`config.mk`:
```
export PLATFORM = sky130hd
export DESIGN_NAME = data_cache
export DESIGN_NICKNAME = d
export VERILOG_FILES = /design/src/rtl/cache_pkg.sv /design/src/rtl/cache_line_array.sv /design/src/rtl/data_cache.sv
export SDC_FILE = /design/constraint.sdc
export NUM_CORES = 2
export LEC_CHECK = 0
export CORE_ASPECT_RATIO = 1.1
export CORE_MARGIN = 2
export CORE_UTILIZATION = 63
export CTS_BUF_LIST = sky130_fd_sc_hd__clkbuf_2
export DETAILED_ROUTE_END_ITERATION = 6
export MAX_ROUTING_LAYER = met4
export PLACE_DENSITY = 0.82
export SETUP_SLACK_MARGIN = 0.2
export SLEW_MARGIN = 20
export SYNTH_ARGS = -nofsm -noshare
export SYNTH_HDL_FRONTEND = slang
export SYNTH_HIERARCHICAL = 1
export SYNTH_SLANG_ARGS = --single-unit
```
`constraint.sdc`:
```
create_clock -name clk -period 15 [get_ports clk]
set_clock_uncertainty 0.1 [all_clocks]
set_input_delay 3 -clock clk [delete_from_list [all_inputs] [get_ports clk]]
set_output_delay 3 -clock clk [all_outputs]
set_load 0.05 [all_outputs]
```
`src/rtl/cache_pkg.sv`:
```
// cache_pkg: shared state encoding, default geometry and small helpers for the data cache.
package cache_pkg;

   localparam int WORD_W         = 32;
   localparam int DEF_NUM_SETS   = 16;
   localparam int DEF_LINE_WORDS = 4;
   localparam int DEF_ADDR_W     = 32;
   localparam int LINE_BITS      = WORD_W * DEF_LINE_WORDS;

   typedef enum logic [1:0] {
      IDLE      = 2'd0,
      COMPARE   = 2'd1,
      WRITEBACK = 2'd2,
      ALLOCATE  = 2'd3
   } state_t;

   // Tag width left over once word-select, offset and index bits are removed.
   function automatic int tag_width(input int addr_w, input int num_sets, input int line_words);
      return addr_w - $clog2(num_sets) - $clog2(line_words) - 2;
   endfunction

   // Counters stick at all-ones instead of wrapping.
   function automatic logic [31:0] sat_inc(input logic [31:0] v);
      return (v == 32'hFFFF_FFFF) ? v : v + 32'd1;
   endfunction

endpackage

```
`src/rtl/cache_line_array.sv`:
```
// cache_line_array: per-set tag/valid/dirty/data storage. Lookups read combinationally by index;
// updates are a full-line fill, a single-word store, or a dirty-bit clean after write-back.
module cache_line_array
   import cache_pkg::*;
#(
   parameter int NUM_SETS   = DEF_NUM_SETS,
   parameter int LINE_WORDS = DEF_LINE_WORDS,
   parameter int TAG_W      = 24
)(
   input  logic                             clk,
   input  logic                             reset,
   input  logic [$clog2(NUM_SETS)-1:0]      idx_i,
   output logic                             rd_valid_o,
   output logic                             rd_dirty_o,
   output logic [TAG_W-1:0]                 rd_tag_o,
   output logic [WORD_W*LINE_WORDS-1:0]     rd_line_o,
   input  logic                             fill_en_i,
   input  logic [TAG_W-1:0]                 fill_tag_i,
   input  logic [WORD_W*LINE_WORDS-1:0]     fill_line_i,
   input  logic                             word_en_i,
   input  logic [$clog2(LINE_WORDS)-1:0]    word_off_i,
   input  logic [WORD_W-1:0]                word_data_i,
   input  logic                             clean_en_i
);

   logic [NUM_SETS-1:0] valid_q;
   logic [NUM_SETS-1:0] dirty_q;
   logic [TAG_W-1:0]    tag_mem  [NUM_SETS];
   logic [WORD_W-1:0]   data_mem [NUM_SETS][LINE_WORDS];

   assign rd_valid_o = valid_q[idx_i];
   assign rd_dirty_o = dirty_q[idx_i];
   assign rd_tag_o   = tag_mem[idx_i];

   for (genvar gi = 0; gi < LINE_WORDS; gi++) begin : g_rd_line
      assign rd_line_o[gi*WORD_W +: WORD_W] = data_mem[idx_i][gi];
   end

   // Status bits: cleared by reset, fill makes a line valid and clean, store dirties it, write-back cleans it
   always_ff @(posedge clk or posedge reset) begin
      if (reset) begin
         valid_q <= '0;
         dirty_q <= '0;
      end else if (fill_en_i) begin
         valid_q[idx_i] <= 1'b1;
         dirty_q[idx_i] <= 1'b0;
      end else if (word_en_i) begin
         dirty_q[idx_i] <= 1'b1;
      end else if (clean_en_i) begin
         dirty_q[idx_i] <= 1'b0;
      end
   end

   // Tag and data payload; meaningless until the valid bit qualifies them, so no reset
   always_ff @(posedge clk) begin
      if (fill_en_i) begin
         tag_mem[idx_i] <= fill_tag_i;
         for (int w = 0; w < LINE_WORDS; w++) begin
            data_mem[idx_i][w] <= fill_line_i[w*WORD_W +: WORD_W];
         end
      end else if (word_en_i) begin
         data_mem[idx_i][word_off_i] <= word_data_i;
      end
   end

endmodule

```
`src/rtl/data_cache.sv`:
```
// data_cache: direct-mapped, write-back, write-allocate data cache between the MEM stage and a
// line-granular memory. One request in flight; hit and first-lookup-miss counters saturate.
module data_cache
   import cache_pkg::*;
#(
   parameter int NUM_SETS   = DEF_NUM_SETS,
   parameter int LINE_WORDS = DEF_LINE_WORDS,
   parameter int ADDR_W     = DEF_ADDR_W
)(
   input  logic                          clk,
   input  logic                          reset,
   input  logic                          is_input_valid,
   input  logic [ADDR_W-1:0]             addr,
   input  logic                          mem_read,
   input  logic                          mem_write,
   input  logic [31:0]                   din,
   output logic                          is_ready,
   output logic                          is_output_valid,
   output logic [31:0]                   dout,
   output logic                          is_hit,
   output logic                          mem_req_valid,
   input  logic                          mem_req_ready,
   output logic                          mem_req_write,
   output logic [ADDR_W-1:0]             mem_req_addr,
   output logic [32*LINE_WORDS-1:0]      mem_req_data,
   input  logic                          mem_resp_valid,
   input  logic [32*LINE_WORDS-1:0]      mem_resp_data,
   output logic [31:0]                   hit_count,
   output logic [31:0]                   miss_count
);

   localparam int IDX_W = $clog2(NUM_SETS);
   localparam int OFF_W = $clog2(LINE_WORDS);
   localparam int TAG_W = tag_width(ADDR_W, NUM_SETS, LINE_WORDS);
   localparam int LBITS = WORD_W * LINE_WORDS;

   state_t              state_q;
   logic [ADDR_W-1:2]   addr_q;
   logic [31:0]         din_q;
   logic                store_q;
   logic                first_q;
   logic                ready_q, out_valid_q, hit_q;
   logic [31:0]         dout_q, hit_cnt_q, miss_cnt_q;
   logic                req_valid_q, req_write_q;
   logic [ADDR_W-1:0]   req_addr_q;
   logic [LBITS-1:0]    req_data_q;

   logic [OFF_W-1:0]    off;
   logic [IDX_W-1:0]    idx;
   logic [TAG_W-1:0]    tag;
   logic [ADDR_W-1:0]   line_addr, victim_addr;
   logic                rd_valid, rd_dirty;
   logic [TAG_W-1:0]    rd_tag;
   logic [LBITS-1:0]    rd_line;
   logic [WORD_W-1:0]   rd_words [LINE_WORDS];
   logic                lookup_hit, fill_fire, word_en, clean_en;
   logic                unused_addr_bits;

   // Byte-select bits never matter for word accesses.
   assign unused_addr_bits = ^addr[1:0];

   assign off         = addr_q[OFF_W+1:2];
   assign idx         = addr_q[IDX_W+OFF_W+1:OFF_W+2];
   assign tag         = addr_q[ADDR_W-1:IDX_W+OFF_W+2];
   assign line_addr   = {addr_q[ADDR_W-1:OFF_W+2], {(OFF_W+2){1'b0}}};
   assign victim_addr = {rd_tag, idx, {(OFF_W+2){1'b0}}};

   for (genvar gi = 0; gi < LINE_WORDS; gi++) begin : g_words
      assign rd_words[gi] = rd_line[gi*WORD_W +: WORD_W];
   end

   // The fill may land in the same cycle the read request is accepted (zero-wait memory).
   assign lookup_hit = (state_q == COMPARE) && rd_valid && (rd_tag == tag);
   assign fill_fire  = (state_q == ALLOCATE) && mem_resp_valid && (!req_valid_q || mem_req_ready);
   assign word_en    = lookup_hit && store_q;
   assign clean_en   = (state_q == WRITEBACK) && req_valid_q && mem_req_ready;

   cache_line_array #(
      .NUM_SETS   (NUM_SETS),
      .LINE_WORDS (LINE_WORDS),
      .TAG_W      (TAG_W)
   ) u_lines (
      .clk         (clk),
      .reset       (reset),
      .idx_i       (idx),
      .rd_valid_o  (rd_valid),
      .rd_dirty_o  (rd_dirty),
      .rd_tag_o    (rd_tag),
      .rd_line_o   (rd_line),
      .fill_en_i   (fill_fire),
      .fill_tag_i  (tag),
      .fill_line_i (mem_resp_data),
      .word_en_i   (word_en),
      .word_off_i  (off),
      .word_data_i (din_q),
      .clean_en_i  (clean_en)
   );

   // Request FSM: latch, lookup, optional victim write-back, line fill, then re-lookup
   always_ff @(posedge clk or posedge reset) begin
      if (reset) begin
         state_q     <= IDLE;
         addr_q      <= '0;
         din_q       <= '0;
         store_q     <= 1'b0;
         first_q     <= 1'b0;
         ready_q     <= 1'b1;
         out_valid_q <= 1'b0;
         hit_q       <= 1'b0;
         dout_q      <= '0;
         hit_cnt_q   <= '0;
         miss_cnt_q  <= '0;
         req_valid_q <= 1'b0;
         req_write_q <= 1'b0;
         req_addr_q  <= '0;
         req_data_q  <= '0;
      end else begin
         out_valid_q <= 1'b0;
         hit_q       <= 1'b0;
         case (state_q)
            IDLE: begin
               if (is_input_valid && (mem_read || mem_write)) begin
                  addr_q  <= addr[ADDR_W-1:2];
                  din_q   <= din;
                  store_q <= mem_write;
                  first_q <= 1'b1;
                  ready_q <= 1'b0;
                  state_q <= COMPARE;
               end
            end
            COMPARE: begin
               if (lookup_hit) begin
                  if (!store_q) begin
                     dout_q <= rd_words[off];
                  end
                  out_valid_q <= 1'b1;
                  hit_q       <= first_q;
                  if (first_q) begin
                     hit_cnt_q <= sat_inc(hit_cnt_q);
                  end
                  ready_q <= 1'b1;
                  state_q <= IDLE;
               end else begin
                  first_q <= 1'b0;
                  if (first_q) begin
                     miss_cnt_q <= sat_inc(miss_cnt_q);
                  end
                  req_valid_q <= 1'b1;
                  if (rd_valid && rd_dirty) begin
                     req_write_q <= 1'b1;
                     req_addr_q  <= victim_addr;
                     req_data_q  <= rd_line;
                     state_q     <= WRITEBACK;
                  end else begin
                     req_write_q <= 1'b0;
                     req_addr_q  <= line_addr;
                     state_q     <= ALLOCATE;
                  end
               end
            end
            WRITEBACK: begin
               if (mem_req_ready) begin
                  req_write_q <= 1'b0;
                  req_addr_q  <= line_addr;
                  state_q     <= ALLOCATE;
               end
            end
            ALLOCATE: begin
               if (req_valid_q && mem_req_ready) begin
                  req_valid_q <= 1'b0;
               end
               if (fill_fire) begin
                  state_q <= COMPARE;
               end
            end
            default: state_q <= IDLE;
         endcase
      end
   end

   assign is_ready        = ready_q;
   assign is_output_valid = out_valid_q;
   assign dout            = dout_q;
   assign is_hit          = hit_q;
   assign mem_req_valid   = req_valid_q;
   assign mem_req_write   = req_write_q;
   assign mem_req_addr    = req_addr_q;
   assign mem_req_data    = req_data_q;
   assign hit_count       = hit_cnt_q;
   assign miss_count      = miss_cnt_q;

endmodule
```
Word-level counts from Yosys, hierarchy flattened:

Memories as Yosys holds them, arrays and structs flattened.
Cells that the tools add are included.

* muxes and demuxes: 173
* add/sub/neg operators: 2
* eq/ne operators: 12
* $lt $le $gt $ge: 4
* bitwise operators: 137
* reductions and logical operators: 30

Operator list (count)
* 32-bit two-way mux: 6
* 1-bit two-way mux: 148
* 128-bit two-way mux: 1
* 1-bit bitwise OR: 128
* 32-bit by 1-bit adder with 32-bit output (second input constant): 2
* 32-bit binary-select mux with 2-bit select: 1
* 32-bit demux with 2-bit select: 1
* 32-bit equality test (second input constant): 2
* 32-bit case mux with 2 select lines: 1
* 16-bit two-way mux: 3
* 16-bit bitwise OR: 2
* 24-bit equality test: 1
* 3-bit AND reduction: 6
* 16-bit AND: 1
* 16-bit inverter: 1
* 1-bit logical AND: 12
* 2-bit != test (second input constant): 5
* 1-bit binary-select mux with 4-bit select: 2
* 2-bit two-way mux: 4
* 1-bit case mux with 2 select lines: 4
* 2-bit case mux with 4 select lines: 1
* 4-bit AND reduction: 2
* 2-bit nonzero test: 3
* 4-bit by 5-bit < comparator with 1-bit output (second input constant): 1
* other kinds (14): 20

* memories kept: 2
* register bits after elaboration: 359
* output and inout port bits: 261
* word-level logic and storage cells: 377
* bits of input ports: 199
* bits in writable memories: 2432

Memories
* u_lines.data_mem: words 16, width 128, rd ports 1, clocked after Yosys merged registers in 0, wr ports 1, line cache_line_array.sv:29 `logic [WORD_W-1:0] data_mem [NUM_SETS][LINE_WORDS];`
* u_lines.tag_mem: words 16, width 24, rd ports 1, clocked after Yosys merged registers in 0, wr ports 1, line cache_line_array.sv:28 `logic [TAG_W-1:0] tag_mem [NUM_SETS];`

Depth between registers and ports, before layout:

* depth in word-level cells: 9
* gate-level depth with buffers: 17
* mapped depth without buffers: 11

By module:

The synthesis kept the hierarchy.

Modules (own cells, without submodules)
* cache_line_array: area each 93956.4 um2, cells each 4069, times used 1, sequential area each 73830.8 um2
* data_cache: area each 14300.0 um2, cells each 1046, times used 1, sequential area each 8084.0 um2

Worst setup path before layout:

OpenSTA, ideal clock, no wires.

* path type: in2reg
* from: input port mem_req_ready
* to: memory u_lines/data_mem[0][0] in the netlist's numbering, enable pin
* library setup time: 421 ps
* path slack: 9305 ps
* stages: 5
* data required time: 14479 ps
* buffers on the path: 1
* arrival: 5174 ps
* cell sequence: inv_1 -> a21oi_1 -> a31oi_1 -> clkbuf_1 -> nor2_1

* word-level cells in the longest chain between the ends: 5
* elaborated cells between the ends (all ways): 7
* classes of those cells: 4 x mux; 1 x bitwise; 2 x reduce/logical

RTL lines
* from (decl): line data_cache.sv:22 `input logic mem_req_ready,`
* 1-bit logical OR (*): line data_cache.sv:74 `assign fill_fire = (state_q == ALLOCATE) && mem_resp_valid && (!req_valid_q || mem_req_ready);`
* 1-bit logical AND (*): line data_cache.sv:74
* named net fill_fire: line data_cache.sv:56 `logic lookup_hit, fill_fire, word_en, clean_en;`
* 1-bit two-way mux: line cache_line_array.sv:56 `if (fill_en_i) begin`
* 1-bit two-way mux (not written as such) or 128-bit two-way mux (tied branches): line cache_line_array.sv:59, cache_line_array.sv:62
* 1-bit bitwise OR (no line) (*)
* to (decl): line cache_line_array.sv:29

The timed path passes the listed nets; every way through them passes the cells marked *.

Worst setup path after layout:

* from: register addr_q[6] in the netlist's numbering
* to: memory u_lines/data_mem[1][22] in the netlist's numbering (data pin)

* elaborated cells between the ends (all ways): 11
* classes of those cells: 1 x eq/ne; 6 x mux; 3 x reduce/logical; 1 x memory

RTL lines
* from (decl): line data_cache.sv:38 `logic [ADDR_W-1:2] addr_q;`
* from (signal assigned): line data_cache.sv:123 `addr_q <= addr[ADDR_W-1:2];`
* memory 16 x 24 bit
* named net rd_tag[20]: line data_cache.sv:53 `logic [TAG_W-1:0] rd_tag;`
* 24-bit equality test: line data_cache.sv:73 `assign lookup_hit = (state_q == COMPARE) && rd_valid && (rd_tag == tag);`
* 1-bit logical AND: line data_cache.sv:73
* 1-bit logical AND: line data_cache.sv:75 `assign word_en = lookup_hit && store_q;`
* named net word_en: line data_cache.sv:56
* 1-bit two-way mux: line cache_line_array.sv:61 `end else if (word_en_i) begin`
* 1-bit two-way mux: line cache_line_array.sv:56
* 128-bit two-way mux (not written as such): line cache_line_array.sv:62 `data_mem[idx_i][word_off_i] <= word_data_i;`
* 1-bit two-way mux (no line)

The timed path passes the listed nets, and every way through them passes these cells. The select of a mux whose other input is x is not followed.

==> results.cfg <==
[run_status]
outcome = completed

[synth]
syn_inst = 5115
seq_area_frac_synth_pct = 75.7
synth_edf_count = 2432
post_synth_and_or_nand_nor_area_fraction_pct = 2.30
synthXorXnorAreaFrac_pct = 0.696
synth_seq_cells = 2787
syn_avg_cell_area_um2 = 21.2
yosys_warnings = 6
synth_fa_ha_area_share_pct = 0.0693
synth_top_family_by_area = multiplexers
syn_area_um2 = 108000
synth-compound-area-share_pct = 2.53
synth_ff_type = edfxtp_1
synth.area.mux_share_pct = 17.4
ys_async_sr_fraction_pct = 12.7
ys_types = 53

[die]
dieHeight_um = 439
start_util_pct = 63.4
core-area_um2 = 171000
pin_count = 460
die_area_um2 = 175000
die_x_um = 399
num_rows = 159

[sta]
setup_tns_ns = 0
drv_slew = 0
timing.fmax_mhz = 121
finalHoldViolations = 0
rsz0062_at_grt = no
tightestPinTransition_ns = 1.26
fin_crit_sh_pct = 55.0
max_slew_margin_pct = 16.1
setup_viol = 0
min_period_ns = 8.26

[cts]
post_cts_buffers = 0
tritoncts = built
clk_path_buf_depth = 4
clkSlewWorstSetupHoldPaths_ns = 0.10
clk_latency_ns = 1.90
cts_buffers = 654
cts_root_buf = clkbuf_2
cts-resized-gates = 0
htree_levels = 6
hold_buffers = 0
cts_sinks = 2787

[final_layout]
drive_above_1_share_pct = 33.4
final_util_pct = 71.5
fill_cells = 9795
syn2layout_area_growth_pct = 12.8
fin_nets = 6276

[drt]
vias = 59700
wl_per_cell_um = 33.6
drt-pass1-iter-count = 6
via_per_inst = 6.71
routed_wl_um = 298000
drtIter0Drc = 8891
drtAntennaViolNets = 0
drc = 0

[global_route]
grt_pass1_wl_um = 417000
grt_start_max_net_pins = 144
antenna_found_initial = 51
track_usage_pct = 35.3
gr-total-overflow = 0
first_global_vias = 59600

[setup_path]
reg2reg_slack_ns = 6.74
worstReg2RegEnd = u_lines/data_mem[1][22]$_DFFE_PP_
cp_max_fo = 51
cp-start-kind = flip-flop
worstReg2RegStart = addr_q[6]$_DFFE_PP0P_
worst_setup_path_end_kind = flip-flop
worstPathArrival_ns = 9.60
r2r_cells = 15
startpoint = addr_q[6]$_DFFE_PP0P_
critPathKind = flip-flop to flip-flop
required_ns = 16.34
crit_path_end = u_lines/data_mem[1][22]$_DFFE_PP_

[power]
p_per_area_nw_per_um2 = 170
total_power_mw = 20.8
p_leak_nw = 42.0
vdd_ir_drop_max_mv = 0.194

[placed_design]
place_congestion = 0.860
port_buffers = 453
dpl.hpwl_um = 174000

[hold_path]
hold_class = flip-flop to flip-flop

[job]
drv_cap = 0
[flip-flops by register name, indices dropped and copies added, names as in the netlist, named ones only]
signal / cells
hit_count: 32
state_q: 2
is_ready: 1
u_lines/tag_mem: 384
u_lines/data_mem: 2048
dout: 32
addr_q: 30
mem_req_addr: 28
is_hit: 1
store_q: 1
mem_req_write: 1
mem_req_data: 128
miss_count: 32
u_lines/valid_q: 16
first_q: 1
mem_req_valid: 1
is_output_valid: 1
din_q: 32
[cells by family (layout without fill, tap and decap cells)]
| kind of cell | after synthesis | in the layout |
|---|---|---|
| DFF | 2787 | 2787 |
| adders and majority gates | 6 | 6 |
| xor gates and xnor gates | 86 | 86 |
| other | 1 | 77 |
| AOI/OAI and AO/OA | 387 | 387 |
| and+or+nand+nor | 510 | 510 |
| buffers and inverters | 309 | 1754 |
| muxes | 1029 | 1029 |
[how the worst min path moves through the flow]
stage	from	endpoint	slack (ns)	depth (start not counted)
floorplan	u_lines/valid_q[2]$_DFFE_PP0P_	u_lines/valid_q[2]$_DFFE_PP0P_	0.33	1
global placement	u_lines/valid_q[1]$_DFFE_PP0P_	u_lines/valid_q[1]$_DFFE_PP0P_	0.34	1
detailed placement	u_lines/valid_q[11]$_DFFE_PP0P_	u_lines/valid_q[11]$_DFFE_PP0P_	0.35	1
finish	u_lines/valid_q[10]$_DFFE_PP0P_	u_lines/valid_q[10]$_DFFE_PP0P_	0.37	1
CTS	u_lines/valid_q[10]$_DFFE_PP0P_	u_lines/valid_q[10]$_DFFE_PP0P_	0.37	1
global route	u_lines/valid_q[10]$_DFFE_PP0P_	u_lines/valid_q[10]$_DFFE_PP0P_	0.39	1
[stage by stage]
step                      cell area [um2]  worst slack, ns  instances  hold WS (ns)
after CTS                          122000             6.96       8812         0.373
after floorplan                    108000             2.96       5118         0.328
after global routing               122000             6.63       8860         0.394
after detailed placement           116000             7.08       7664         0.351
final                              122000             6.74       8890         0.373
after global placement             116000             7.24       7664         0.342
[synthesized netlist by cell type (13+ instances only)]
library cell | count | area (um2)
a22oi_1 | 308 | 2310
buf_1 | 50 | 188
buf_2 | 100 | 500
buf_4 | 37 | 278
clkbuf_1 | 107 | 402
dfrtp_1 | 354 | 8860
edfxtp_1 | 2432 | 73000
mux2_1 | 112 | 1260
mux2_2 | 245 | 2760
mux2i_1 | 24 | 240
mux4_2 | 648 | 14600
nand2_1 | 220 | 826
nand3_1 | 32 | 160
nand4_1 | 32 | 200
nor2_1 | 98 | 368
nor3_1 | 22 | 110
nor4_1 | 28 | 175
o21ai_0 | 58 | 290
or2_2 | 13 | 81.3
xnor2_1 | 31 | 272
xor2_1 | 55 | 482
[layout by cell type (no fill, tap or decap), drive strengths merged, types with 2 or more instances in the layout]
master         instances
ha                     6
nor2b                  3
or4                    8
nand2b                 2
and2                   5
edfxtp              2432
nand3                 32
nand4                 32
and4                   6
buf                  139
nor2                 100
mux2i                 24
inv                   29
nor4                  34
xor2                  55
bufinv                 8
xnor2                 31
nand4b                 6
a22oi                308
o21ai                 64
dfrtp                354
clkinvlp               3
mux2                 357
nor3                  26
clkbuf               974
and3                   3
clkdlybuf4s50        453
or4b                   4
nand4bb                6
or2                   18
diode                 73
mux4                 648
nand2                220
a21oi                  6
or3                    4
conb                   4
clkinv               148
a31oi                  4
[critical path, cell delays in order, from the launching register on]
cell and delay [ns]:
dfrtp_1 0.95, and2_4 0.45, buf_4 0.73, buf_4 0.89, a22oi_1 0.20, nand2_1 0.20
xor2_1 0.13, or4_1 0.54, or4_4 0.61, nor2_1 0.19, and2_1 0.17, buf_4 0.25
nand2b_1 0.60, or3_2 0.66, buf_4 0.34, mux2_1 0.59
[report_power, final]
part | internal, mW | total [mW] | leakage [nW] | switching (mW)
logic | 2.39 | 6.35 | 10.8 | 3.96
registers | 8.87 | 9.62 | 26.6 | 0.747
clock network | 1.86 | 4.79 | 4.51 | 2.93
total | 13.1 | 20.8 | 42.0 | 7.64
[metal layers]
metal / share of wire, % / up-vias / track usage [%]
met2: 46 / 5006 / 51.0
met5: 0 / - / -
li1: - / 23600 / -
met1: 32 / 30200 / 43.0
met4: 6.3 / 0 / 20.9
met3: 15 / 853 / 13.2
[final cells by class]
| cell class | count | area [um2] | share of cell area (%) |
|---|---|---|---|
| Multi-Input combinational cell | 2022 | 25600 | 20.9 |
| Inverter | 14 | 60.1 | 0.0492 |
| Timing Repair Buffer | 592 | 5750 | 4.71 |
| Clock inverter | 174 | 907 | 0.743 |
| Tap cell | 2254 | 2820 | 2.31 |
| Sequential cell | 2787 | 81900 | 67.1 |
| Antenna cell | 73 | 183 | 0.150 |
| Clock buffer | 974 | 4870 | 3.99 |
No activity file was read; power rests on OpenSTA's default activity.
